==> config.mk <==
export PLATFORM = sky130hd
export DESIGN_NAME = serial_subtractor_flat
export DESIGN_NICKNAME = d
export VERILOG_FILES = /design/src/rtl/serial_arith_pkg.sv /design/src/rtl/serial_subtractor_if.sv /design/src/rtl/full_sub_bit.sv /design/src/rtl/serial_subtractor.sv /design/src/flat_wrapper.sv
export SDC_FILE = /design/constraint.sdc
export NUM_CORES = 1
export LEC_CHECK = 0
export BUFFER_PORTS_ARGS = -buffer_cell sky130_fd_sc_hd__clkbuf_2
export CAP_MARGIN = 20
export CELL_PAD_IN_SITES_DETAIL_PLACEMENT = 1
export CELL_PAD_IN_SITES_GLOBAL_PLACEMENT = 2
export CORE_MARGIN = 4
export CORE_UTILIZATION = 30
export DETAILED_ROUTE_END_ITERATION = 10
export GPL_ROUTABILITY_DRIVEN = 0
export PLACE_DENSITY_LB_ADDON = 0.1
export RECOVER_POWER = 25
export SETUP_SLACK_MARGIN = 0.1
export SYNTH_ARGS = -nofsm -noshare
export SYNTH_HDL_FRONTEND = slang
export SYNTH_SLANG_ARGS = --single-unit
==> constraint.sdc <==
create_clock -name CLK -period 1.8 [get_ports CLK]
set_clock_uncertainty 0.1 [all_clocks]
set_input_delay 0.45 -clock CLK [delete_from_list [all_inputs] [get_ports CLK]]
set_output_delay 0.45 -clock CLK [all_outputs]
set_load 0.005 [all_outputs]
==> src/rtl/serial_arith_pkg.sv <==
// Shared definitions for the bit-serial arithmetic blocks: FSM state encoding
// and a constant-foldable ceiling-log2 used to size the bit counters.
package serial_arith_pkg;

   localparam logic [1:0] S_IDLE  = 2'd0;
   localparam logic [1:0] S_SHIFT = 2'd1;
   localparam logic [1:0] S_DONE  = 2'd2;

   typedef enum logic [1:0] {
      ST_IDLE  = S_IDLE,
      ST_SHIFT = S_SHIFT,
      ST_DONE  = S_DONE
   } state_e;

   function automatic int clog2(input int value);
      int result;
      result = 0;
      while ((1 << result) < value) begin
         result = result + 1;
      end
      return result;
   endfunction

endpackage

==> src/rtl/serial_subtractor_if.sv <==
// Start/Ready/Done handshake plus operand and result buses of the serial subtractor.
interface serial_subtractor_if #(
   parameter int WIDTH = 8
);

   logic             Start;
   logic [WIDTH-1:0] A;
   logic [WIDTH-1:0] B;
   logic             Ready;
   logic             Busy;
   logic             Done;
   logic [WIDTH-1:0] Diff;
   logic             Bout;
   logic             Ovf;

   modport master (
      output Start, A, B,
      input  Ready, Busy, Done, Diff, Bout, Ovf
   );

   modport slave (
      input  Start, A, B,
      output Ready, Busy, Done, Diff, Bout, Ovf
   );

endinterface

==> src/rtl/full_sub_bit.sv <==
// One-bit full subtractor cell: D = Ai - Bi - Bin, with borrow out.
module full_sub_bit (
   input  logic Ai,
   input  logic Bi,
   input  logic Bin,
   output logic D,
   output logic Bout
);

   logic w_diff_ab;

   assign w_diff_ab = Ai ^ Bi;
   assign D         = w_diff_ab ^ Bin;
   // Borrow when Bi exceeds Ai, or when they are equal and a borrow is pending.
   assign Bout      = (~Ai & Bi) | (~w_diff_ab & Bin);

endmodule

==> src/rtl/serial_subtractor.sv <==
// Bit-serial A - B, LSB first, one full_sub_bit cell and a borrow flop;
// results are held on the outputs until the next operation completes.
module serial_subtractor
   import serial_arith_pkg::*;
#(
   parameter int WIDTH = 8
) (
   input logic                CLK,
   input logic                Reset_L,
   serial_subtractor_if.slave bus
);

   localparam int CW = clog2(WIDTH);

   state_e           r_state;
   logic [WIDTH-1:0] r_sa;
   logic [WIDTH-1:0] r_sb;
   logic [WIDTH-1:0] r_acc;
   logic [CW-1:0]    r_count;
   logic             r_borrow;
   logic [WIDTH-1:0] r_diff;
   logic             r_bout;
   logic             r_ovf;
   logic             r_ready;
   logic             r_busy;
   logic             r_done;

   logic             w_d;
   logic             w_borrow_next;
   logic [WIDTH-1:0] w_acc_next;

   full_sub_bit u_cell (
      .Ai   (r_sa[0]),
      .Bi   (r_sb[0]),
      .Bin  (r_borrow),
      .D    (w_d),
      .Bout (w_borrow_next)
   );

   // New difference bit enters at the MSB, so after WIDTH steps bit 0 is the LSB.
   assign w_acc_next = {w_d, {(WIDTH-1){1'b0}}} | (r_acc >> 1);

   // NOTE: sequential state uses non-blocking assignments only, so every
   // register in this block sees pre-edge values regardless of statement order.
   always_ff @(posedge CLK or negedge Reset_L) begin
      if (!Reset_L) begin
         r_state  <= ST_IDLE;
         r_sa     <= '0;
         r_sb     <= '0;
         r_acc    <= '0;
         r_count  <= '0;
         r_borrow <= 1'b0;
         r_diff   <= '0;
         r_bout   <= 1'b0;
         r_ovf    <= 1'b0;
         r_ready  <= 1'b1;
         r_busy   <= 1'b0;
         r_done   <= 1'b0;
      end else begin
         case (r_state)
            ST_IDLE: begin
               if (bus.Start) begin
                  r_sa     <= bus.A;
                  r_sb     <= bus.B;
                  r_acc    <= '0;
                  r_count  <= '0;
                  r_borrow <= 1'b0;
                  r_state  <= ST_SHIFT;
                  r_ready  <= 1'b0;
                  r_busy   <= 1'b1;
               end
            end
            ST_SHIFT: begin
               r_acc    <= w_acc_next;
               r_sa     <= r_sa >> 1;
               r_sb     <= r_sb >> 1;
               r_borrow <= w_borrow_next;
               if (r_count == CW'(WIDTH - 1)) begin
                  // On the last step r_sa[0]/r_sb[0] are the original sign bits.
                  r_diff  <= w_acc_next;
                  r_bout  <= w_borrow_next;
                  r_ovf   <= (r_sa[0] ^ r_sb[0]) & (w_d ^ r_sa[0]);
                  r_state <= ST_DONE;
                  r_busy  <= 1'b0;
                  r_done  <= 1'b1;
               end else begin
                  r_count <= r_count + 1'b1;
               end
            end
            ST_DONE: begin
               r_state <= ST_IDLE;
               r_done  <= 1'b0;
               r_ready <= 1'b1;
            end
            // NOTE: the unused encoding recovers to IDLE instead of locking up.
            default: begin
               r_state <= ST_IDLE;
               r_ready <= 1'b1;
               r_busy  <= 1'b0;
               r_done  <= 1'b0;
            end
         endcase
      end
   end

   assign bus.Ready = r_ready;
   assign bus.Busy  = r_busy;
   assign bus.Done  = r_done;
   assign bus.Diff  = r_diff;
   assign bus.Bout  = r_bout;
   assign bus.Ovf   = r_ovf;

endmodule

==> src/flat_wrapper.sv <==
// flat-port wrapper written by rule: the top's interface ports become plain ports
module serial_subtractor_flat import serial_arith_pkg::*;
#(
   parameter int WIDTH = 8
)
  (CLK, Reset_L, bus_Start, bus_A, bus_B, bus_Ready, bus_Busy, bus_Done, bus_Diff, bus_Bout, bus_Ovf);
  serial_subtractor_if #(.WIDTH(WIDTH)) bus_i ();
  input logic CLK;
  input logic Reset_L;
  input wire logic [$bits(bus_i.Start)-1:0] bus_Start;
  input wire logic [$bits(bus_i.A)-1:0] bus_A;
  input wire logic [$bits(bus_i.B)-1:0] bus_B;
  output wire logic [$bits(bus_i.Ready)-1:0] bus_Ready;
  output wire logic [$bits(bus_i.Busy)-1:0] bus_Busy;
  output wire logic [$bits(bus_i.Done)-1:0] bus_Done;
  output wire logic [$bits(bus_i.Diff)-1:0] bus_Diff;
  output wire logic [$bits(bus_i.Bout)-1:0] bus_Bout;
  output wire logic [$bits(bus_i.Ovf)-1:0] bus_Ovf;
  assign bus_i.Start = bus_Start;
  assign bus_i.A = bus_A;
  assign bus_i.B = bus_B;
  assign bus_Ready = bus_i.Ready;
  assign bus_Busy = bus_i.Busy;
  assign bus_Done = bus_i.Done;
  assign bus_Diff = bus_i.Diff;
  assign bus_Bout = bus_i.Bout;
  assign bus_Ovf = bus_i.Ovf;
  serial_subtractor #(.WIDTH(WIDTH)) u_core (.CLK(CLK), .Reset_L(Reset_L), .bus(bus_i));
endmodule
==> flow_metrics.py, run 1 <==
metrics = {
    "placement": {
        "pre_cts_ws_ns": 0.1546,
        "dpl_cell_area_um2": 2115,
        "dp_hpwl_mm": 3.051,
        "portBuffers": 31,
    },
    "cts": {
        "clk_pin_slew_ns": 0.09,
        "cts_buffers": 5,
        "cts_sinks": 42,
        "clockBufferDepth": 2,
        "clkLatencyLatePin_ns": 0.29,
        "htreeDepth": 2,
        "clockRootBuffer": "clkbuf_8",
        "cts_tree": "done",
    },
    "floorplanning": {
        "die_h_um": 86.14,
        "fp.coreArea_um2": 5921,
        "die-area_um2": 7420,
        "start_util": 0.3094,
        "rows": 28,
        "die_w_um": 86.14,
        "pin_count": 32,
    },
    "timing": {
        "worstMarginPinSlew_ns": 0.4188,
        "fin_ws_ns": 0.1513,
        "finalCritPeriodShare": 0.9159,
        "rsz0062_at_grt": "no",
        "hold_viol_final": 0,
        "min_period_ns": 1.649,
        "maxSlewViolCount": 0,
        "slew_headroom": 0.7208,
        "setup_violations": 0,
        "finalSetupTns_ns": 0,
        "fmax_mhz": 606.5,
    },
    "cells_and_area": {
        "finalCoreUtilization": 0.3819,
        "fin_area_um2": 2261,
        "drive_above_1_share": 0.4208,
        "antenna-diode-count": 0,
        "regArea_um2": 1052,
        "num-nets-final": 205,
        "nFillCells": 652,
        "areaGrowthSynthToFinish_pct": 23.43,
        "multi_input_area_um2": 703.2,
    },
    "synth": {
        "yosysWarningCount": 0,
        "synth_cell_types": 30,
        "synth_area_um2": 1832,
        "synth-seq-cells": 42,
        "ys_top_cells_by_count": "dfrtp_1, nand3b_1, o221a_2, a22o_1, mux2_2",
        "synth_top_area_frac": 0.5601,
        "synth_edf_count": 0,
        "synthTopCellsByArea": "dfrtp_1, o221a_2, a22o_1",
        "synth-seq-area-share": 0.5745,
        "synth_ff_type": "dfrtp_1",
        "syn-num-nets": 165,
        "synth_most_common_cell": "dfrtp_1",
        "synth_area_leader_cell": "dfrtp_1",
        "async_flop_share": 1.000,
        "synth_cells": 142,
        "synth.avg_cell_area_um2": 12.90,
    },
    "routing": {
        "drt-total-wl_mm": 4.163,
        "wl_per_cell_um": 16.14,
        "vias_per_cell": 4.992,
        "drc": 0,
        "ant_nets": 0,
        "drt_iter0_drc": 37,
        "vias": 1288,
        "dr.pass1.iters": 4,
    },
    "critical_path": {
        "arrival_ns": 1.74,
        "rr_worst_depth": 5,
        "cp-start-kind": "register",
        "path_class": "reg -> reg",
        "crit_slowest_cell": "dfrtp_1",
        "worstPathRequired_ns": 1.89,
        "reg2reg_to": "u_core.r_count[0]$_DFFE_PN0P_",
        "cp_max_fo": 5,
        "path_common_cell": "ha_1",
        "end_kind": "register",
        "cpPeakStageDelay_ns": 0.42,
        "crit_path_start": "u_core.r_count[0]$_DFFE_PN0P_",
        "r2r_setup_slack_ns": 0.15,
        "worstSetupEndpoint": "u_core.r_count[0]$_DFFE_PN0P_",
        "path_cells": "ha_1 -> ha_1 -> buf_4 -> mux2_2 -> a22o_1",
        "worstReg2RegStart": "u_core.r_count[0]$_DFFE_PN0P_",
    },
    "outcome": {
        "status": "complete, no violations",
    },
    "grt": {
        "grt.total_usage": 0.1263,
        "grt_antenna_before_repair": 0,
        "grt_overflow": 0,
        "grt_pass1_vias": 1469,
        "grt_pass1_wl_mm": 7.293,
        "grt_max_degree": 27,
    },
    "power": {
        "powerDensity_nw_per_um2": 1786,
        "sequentialPowerShare": 0.420,
        "p_sw_mw": 1.279,
        "p_int_mw": 2.760,
        "irDropWorstVdd_v": 0.0004457,
        "p_leak_nw": 1.062,
        "p_sw_frac": 0.3166,
        "clkPwrFrac": 0.222,
        "combPwrFrac": 0.357,
    },
    "hold_path": {
        "hp-class": "in -> reg",
    },
    "job": {
        "cap_violations": 0,
    },
}
==> final cells by class <==
class	instances	area share
multi-input combinational	83	0.3110
clock buffer	5	0.03044
timing repair buffer	43	0.1096
tap	75	0.04151
sequential	42	0.4654
clock inverter	3	0.03044
inverter	7	0.01162
==> stage by stage <==
| stage | hold slack, ns | power [mW] | std cells |
|---|---|---|---|
| 2_1_floorplan | 0.05441 | 2.648 | 142 |
| 5_1_grt | 0.2821 | 4.363 | 258 |
| 3_5_place_dp | 0.3179 | 3.186 | 249 |
| 4_1_cts | 0.2731 | 4.104 | 258 |
| 3_3_place_gp | 0.3052 | 3.094 | 249 |
| 6_report | 0.2781 | 4.039 | 258 |
==> layout by cell type (no fill, tap or decap), types with 2 or more instances in the layout <==
cell type	instances
dfrtp_1	41
clkbuf_2	31
nand3b_1	13
o221a_2	13
a22o_1	12
buf_4	10
mux2_2	9
inv_1	7
o21ai_0	6
nand2_1	5
clkbuf_8	5
nor2_1	3
ha_1	3
nor2b_1	2
nand2b_1	2
nor2_2	2
o22ai_1	2
bufinv_16	2
==> power groups by stage <==
stage               sequential (mW)  combinational [mW]  clock (mW)
floorplan                      1.63                1.02           0
global placement               1.69                1.40           0
detailed placement             1.72                1.47           0
CTS                            1.70                1.47       0.927
global route                   1.76                1.63       0.974
finish                         1.70                1.44       0.898
==> state kept, by name (all words and copies together) (netlist names), 2 cells and up <==
register / flops
u_core.bus.Diff: 8
u_core.r_acc: 7
u_core.r_count: 3
u_core.r_sa: 8
u_core.r_sb: 8
u_core.r_state: 2
==> cells by family after synthesis <==
kind of cell | count (synthesis) | synth area share
XOR/XNOR | 1 | 0.004782
adder cells (fa/ha/maj) | 4 | 0.03142
buffers and inverters | 17 | 0.04782
multiplexers | 9 | 0.05533
AO/OA/AOI/OAI | 39 | 0.1851
AND/OR/NAND/NOR | 30 | 0.1011
flip-flops | 42 | 0.5745
==> worst min path at each step <==
stage / start / endpoint / slack [ns] / depth (start not counted)
2_1_floorplan: Reset_L / u_core.bus.Bout$_DFFE_PN0P_ / 0.05 / 0
3_5_place_dp: Reset_L / u_core.r_sa[0]$_DFFE_PN0P_ / 0.32 / 1
6_report: bus_B[7] / u_core.r_sb[7]$_DFFE_PN0P_ / 0.28 / 3
3_3_place_gp: Reset_L / u_core.r_sa[1]$_DFFE_PN0P_ / 0.31 / 1
5_1_grt: bus_A[7] / u_core.r_sa[7]$_DFFE_PN0P_ / 0.28 / 3
4_1_cts: bus_B[7] / u_core.r_sb[7]$_DFFE_PN0P_ / 0.27 / 3
==> repair_timing <==
| action | in CTS | in global routing |
|---|---|---|
| resized for setup | 0 | 3 |
| endpoints found under the setup margin | 0 | 2 |
| setup buffers | 0 | 0 |
| hold endpoints to repair | 16 | 0 |
| hold buffers | 1 | 0 |
==> critical path, delay by kind of cell, from the launching register on <==
kind | cells | cell delay [ns]
adders and majority gates | 2 | 0.43
muxes | 1 | 0.26
DFF | 1 | 0.42
buffers and inverters | 1 | 0.17
AOI/OAI and AO/OA | 1 | 0.17
==> layer usage <==
layer	routed length [um]	up-vias	global-route usage
met3	175	7	0.03458
li1	-	601	-
met5	0	-	0
met2	2104	27	0.2137
met4	62	0	0.04748
met1	1820	653	0.1526
Note: power is estimated with default switching activity, not from simulation.
==> run 2: changes to the inputs <==
--- a/config.mk
+++ b/config.mk
@@ -11,10 +11,11 @@
 export CELL_PAD_IN_SITES_GLOBAL_PLACEMENT = 2
 export CORE_MARGIN = 4
 export CORE_UTILIZATION = 30
+export CTS_BUF_LIST = sky130_fd_sc_hd__clkbuf_16
 export DETAILED_ROUTE_END_ITERATION = 10
 export GPL_ROUTABILITY_DRIVEN = 0
 export PLACE_DENSITY_LB_ADDON = 0.1
-export RECOVER_POWER = 25
+export RECOVER_POWER = 50
 export SETUP_SLACK_MARGIN = 0.1
 export SYNTH_ARGS = -nofsm -noshare
 export SYNTH_HDL_FRONTEND = slang
==> flow_metrics.py, run 2 (synthesized netlist as in run 1, its figures left out) <==
metrics = {
    "outcome": {
        "status": "complete, no violations",
    },
    "cts": {
        "cts_buffers": 5,
        "clk_pin_slew_ns": 0.06,
        "cts_tree": "done",
        "clockBufferDepth": 2,
        "clockRootBuffer": "clkbuf_16",
        "clkLatencyLatePin_ns": 0.28,
        "hold_buffers": 0,
        "cts_sinks": 42,
        "htreeDepth": 2,
        "post_cts_buffers": 0,
        "cts-resized-gates": 0,
    },
    "grt": {
        "grt.total_usage": 0.1269,
        "grt_pass1_vias": 1476,
        "grtUsageMet1": 0.1538,
        "grt_overflow": 0,
        "grt.busiest_layer": "met2",
        "use_met3": 0.03554,
        "grt_max_degree": 27,
        "grt_pass1_wl_mm": 7.327,
        "gr-usage-met2": 0.2137,
        "grt_antenna_before_repair": 0,
    },
    "floorplanning": {
        "die_h_um": 86.14,
        "fp.coreArea_um2": 5921,
        "pin_count": 32,
        "start_util": 0.3094,
        "rows": 28,
        "die_w_um": 86.14,
        "die-area_um2": 7420,
    },
    "placement": {
        "pre_cts_ws_ns": 0.1546,
        "dp_hpwl_mm": 3.051,
        "portBuffers": 31,
    },
    "power": {
        "powerDensity_nw_per_um2": 1861,
        "irDropWorstVdd_v": 0.0004751,
        "total_power_mw": 4.314,
        "p_leak_nw": 1.088,
    },
    "cells_and_area": {
        "mostFrequentLayoutCell": "dfrtp_1",
        "regArea_um2": 1052,
        "nFillCells": 645,
        "finalCoreUtilization": 0.3916,
        "areaGrowthSynthToFinish_pct": 26.57,
        "final_cell_mix": "dfrtp_1, clkbuf_2, nand3b_1, o221a_2, a22o_1",
        "drive_above_1_share": 0.4121,
        "antenna-diode-count": 0,
        "multi_input_area_um2": 703.2,
        "num-nets-final": 204,
    },
    "routing": {
        "vias_per_cell": 5.031,
        "drt_iter0_drc": 47,
        "drt-total-wl_mm": 4.189,
        "ant_nets": 0,
        "wl_per_cell_um": 16.30,
        "dr.pass1.iters": 4,
        "vias": 1293,
        "drc": 0,
    },
    "critical_path": {
        "worstPathRequired_ns": 1.88,
        "cp_max_fo": 5,
        "end_kind": "register",
        "path_cells": "ha_1 -> ha_1 -> buf_4 -> mux2_2 -> a22o_1",
        "path_class": "reg -> reg",
        "arrival_ns": 1.72,
        "cp-start-kind": "register",
        "path_common_cell": "ha_1",
        "cpPeakStageDelay_ns": 0.40,
        "crit_slowest_cell": "dfrtp_1",
    },
    "timing": {
        "setup_violations": 0,
        "fmax_mhz": 609.4,
        "fin_ws_ns": 0.1591,
        "hold_viol_final": 0,
        "min_period_ns": 1.641,
        "finalSetupTns_ns": 0,
        "finalCritPeriodShare": 0.9116,
        "worstMarginPinSlew_ns": 0.9658,
        "rsz0062_at_grt": "no",
        "maxSlewViolCount": 0,
        "slew_headroom": 0.3561,
    },
    "hold_path": {
        "hp-class": "in -> async",
    },
    "job": {
        "cap_violations": 0,
    },
}
-- run 2: cell type report --
cell class | count | share of cell area
Clock buffer | 5 | 0.05397
Clock inverter | 3 | 0.02968
Sequential cell | 42 | 0.4539
Multi-Input combinational cell | 83 | 0.3033
Tap cell | 75 | 0.04047
Timing Repair Buffer | 42 | 0.1074
Inverter | 7 | 0.01133
-- run 2: critical path, delay by kind of cell (launching register included) --
| kind | cells | cell delay (ns) |
|---|---|---|
| AOI/OAI and AO/OA | 1 | 0.17 |
| muxes | 1 | 0.26 |
| adders and majority gates | 2 | 0.43 |
| buffers and inverters | 1 | 0.17 |
| DFF | 1 | 0.40 |
-- run 2: layer usage --
metal / up-vias / wire length [um]
met1: 657 / 1841
met4: 0 / 60
met3: 7 / 171
met5: - / 0
met2: 25 / 2117
li1: 604 / -
-- run 2: path summary, 6_finish.rpt --
| kind | endpoint | from | cells past startpoint | slack [ns] |
|---|---|---|---|---|
| setup reg to reg | u_core.r_count[0]$_DFFE_PN0P_ | u_core.r_count[0]$_DFFE_PN0P_ | 5 | 0.16 |
| max in group asynchronous | u_core.bus.Ready$_DFFE_PN1P_ | Reset_L | 2 | 0.66 |
| hold / removal | u_core.r_acc[3]$_DFFE_PN0P_ | Reset_L | 1 | 0.20 |
| hold reg to reg | u_core.bus.Bout$_DFFE_PN0P_ | u_core.bus.Bout$_DFFE_PN0P_ | 2 | 0.38 |
| setup / recovery | u_core.r_count[0]$_DFFE_PN0P_ | u_core.r_count[0]$_DFFE_PN0P_ | 5 | 0.16 |
| min in group CLK | u_core.r_sb[7]$_DFFE_PN0P_ | bus_B[7] | 3 | 0.30 |
-- run 2: power breakdown --
group / internal (mW) / total, mW / switching, mW
combinational: 0.821 / 1.44 / 0.624
clock: 0.797 / 1.17 / 0.374
sequential: 1.39 / 1.70 / 0.313
-- run 2: stage by stage --
step / hold WS [ns] / instances / area [um2]
6_report: 0.1980 / 257 / 2318
3_3_place_gp: 0.3052 / 249 / 2115
5_1_grt: 0.2794 / 257 / 2318
2_1_floorplan: 0.05441 / 142 / 1832
4_1_cts: 0.01429 / 257 / 2308
3_5_place_dp: 0.3179 / 249 / 2115
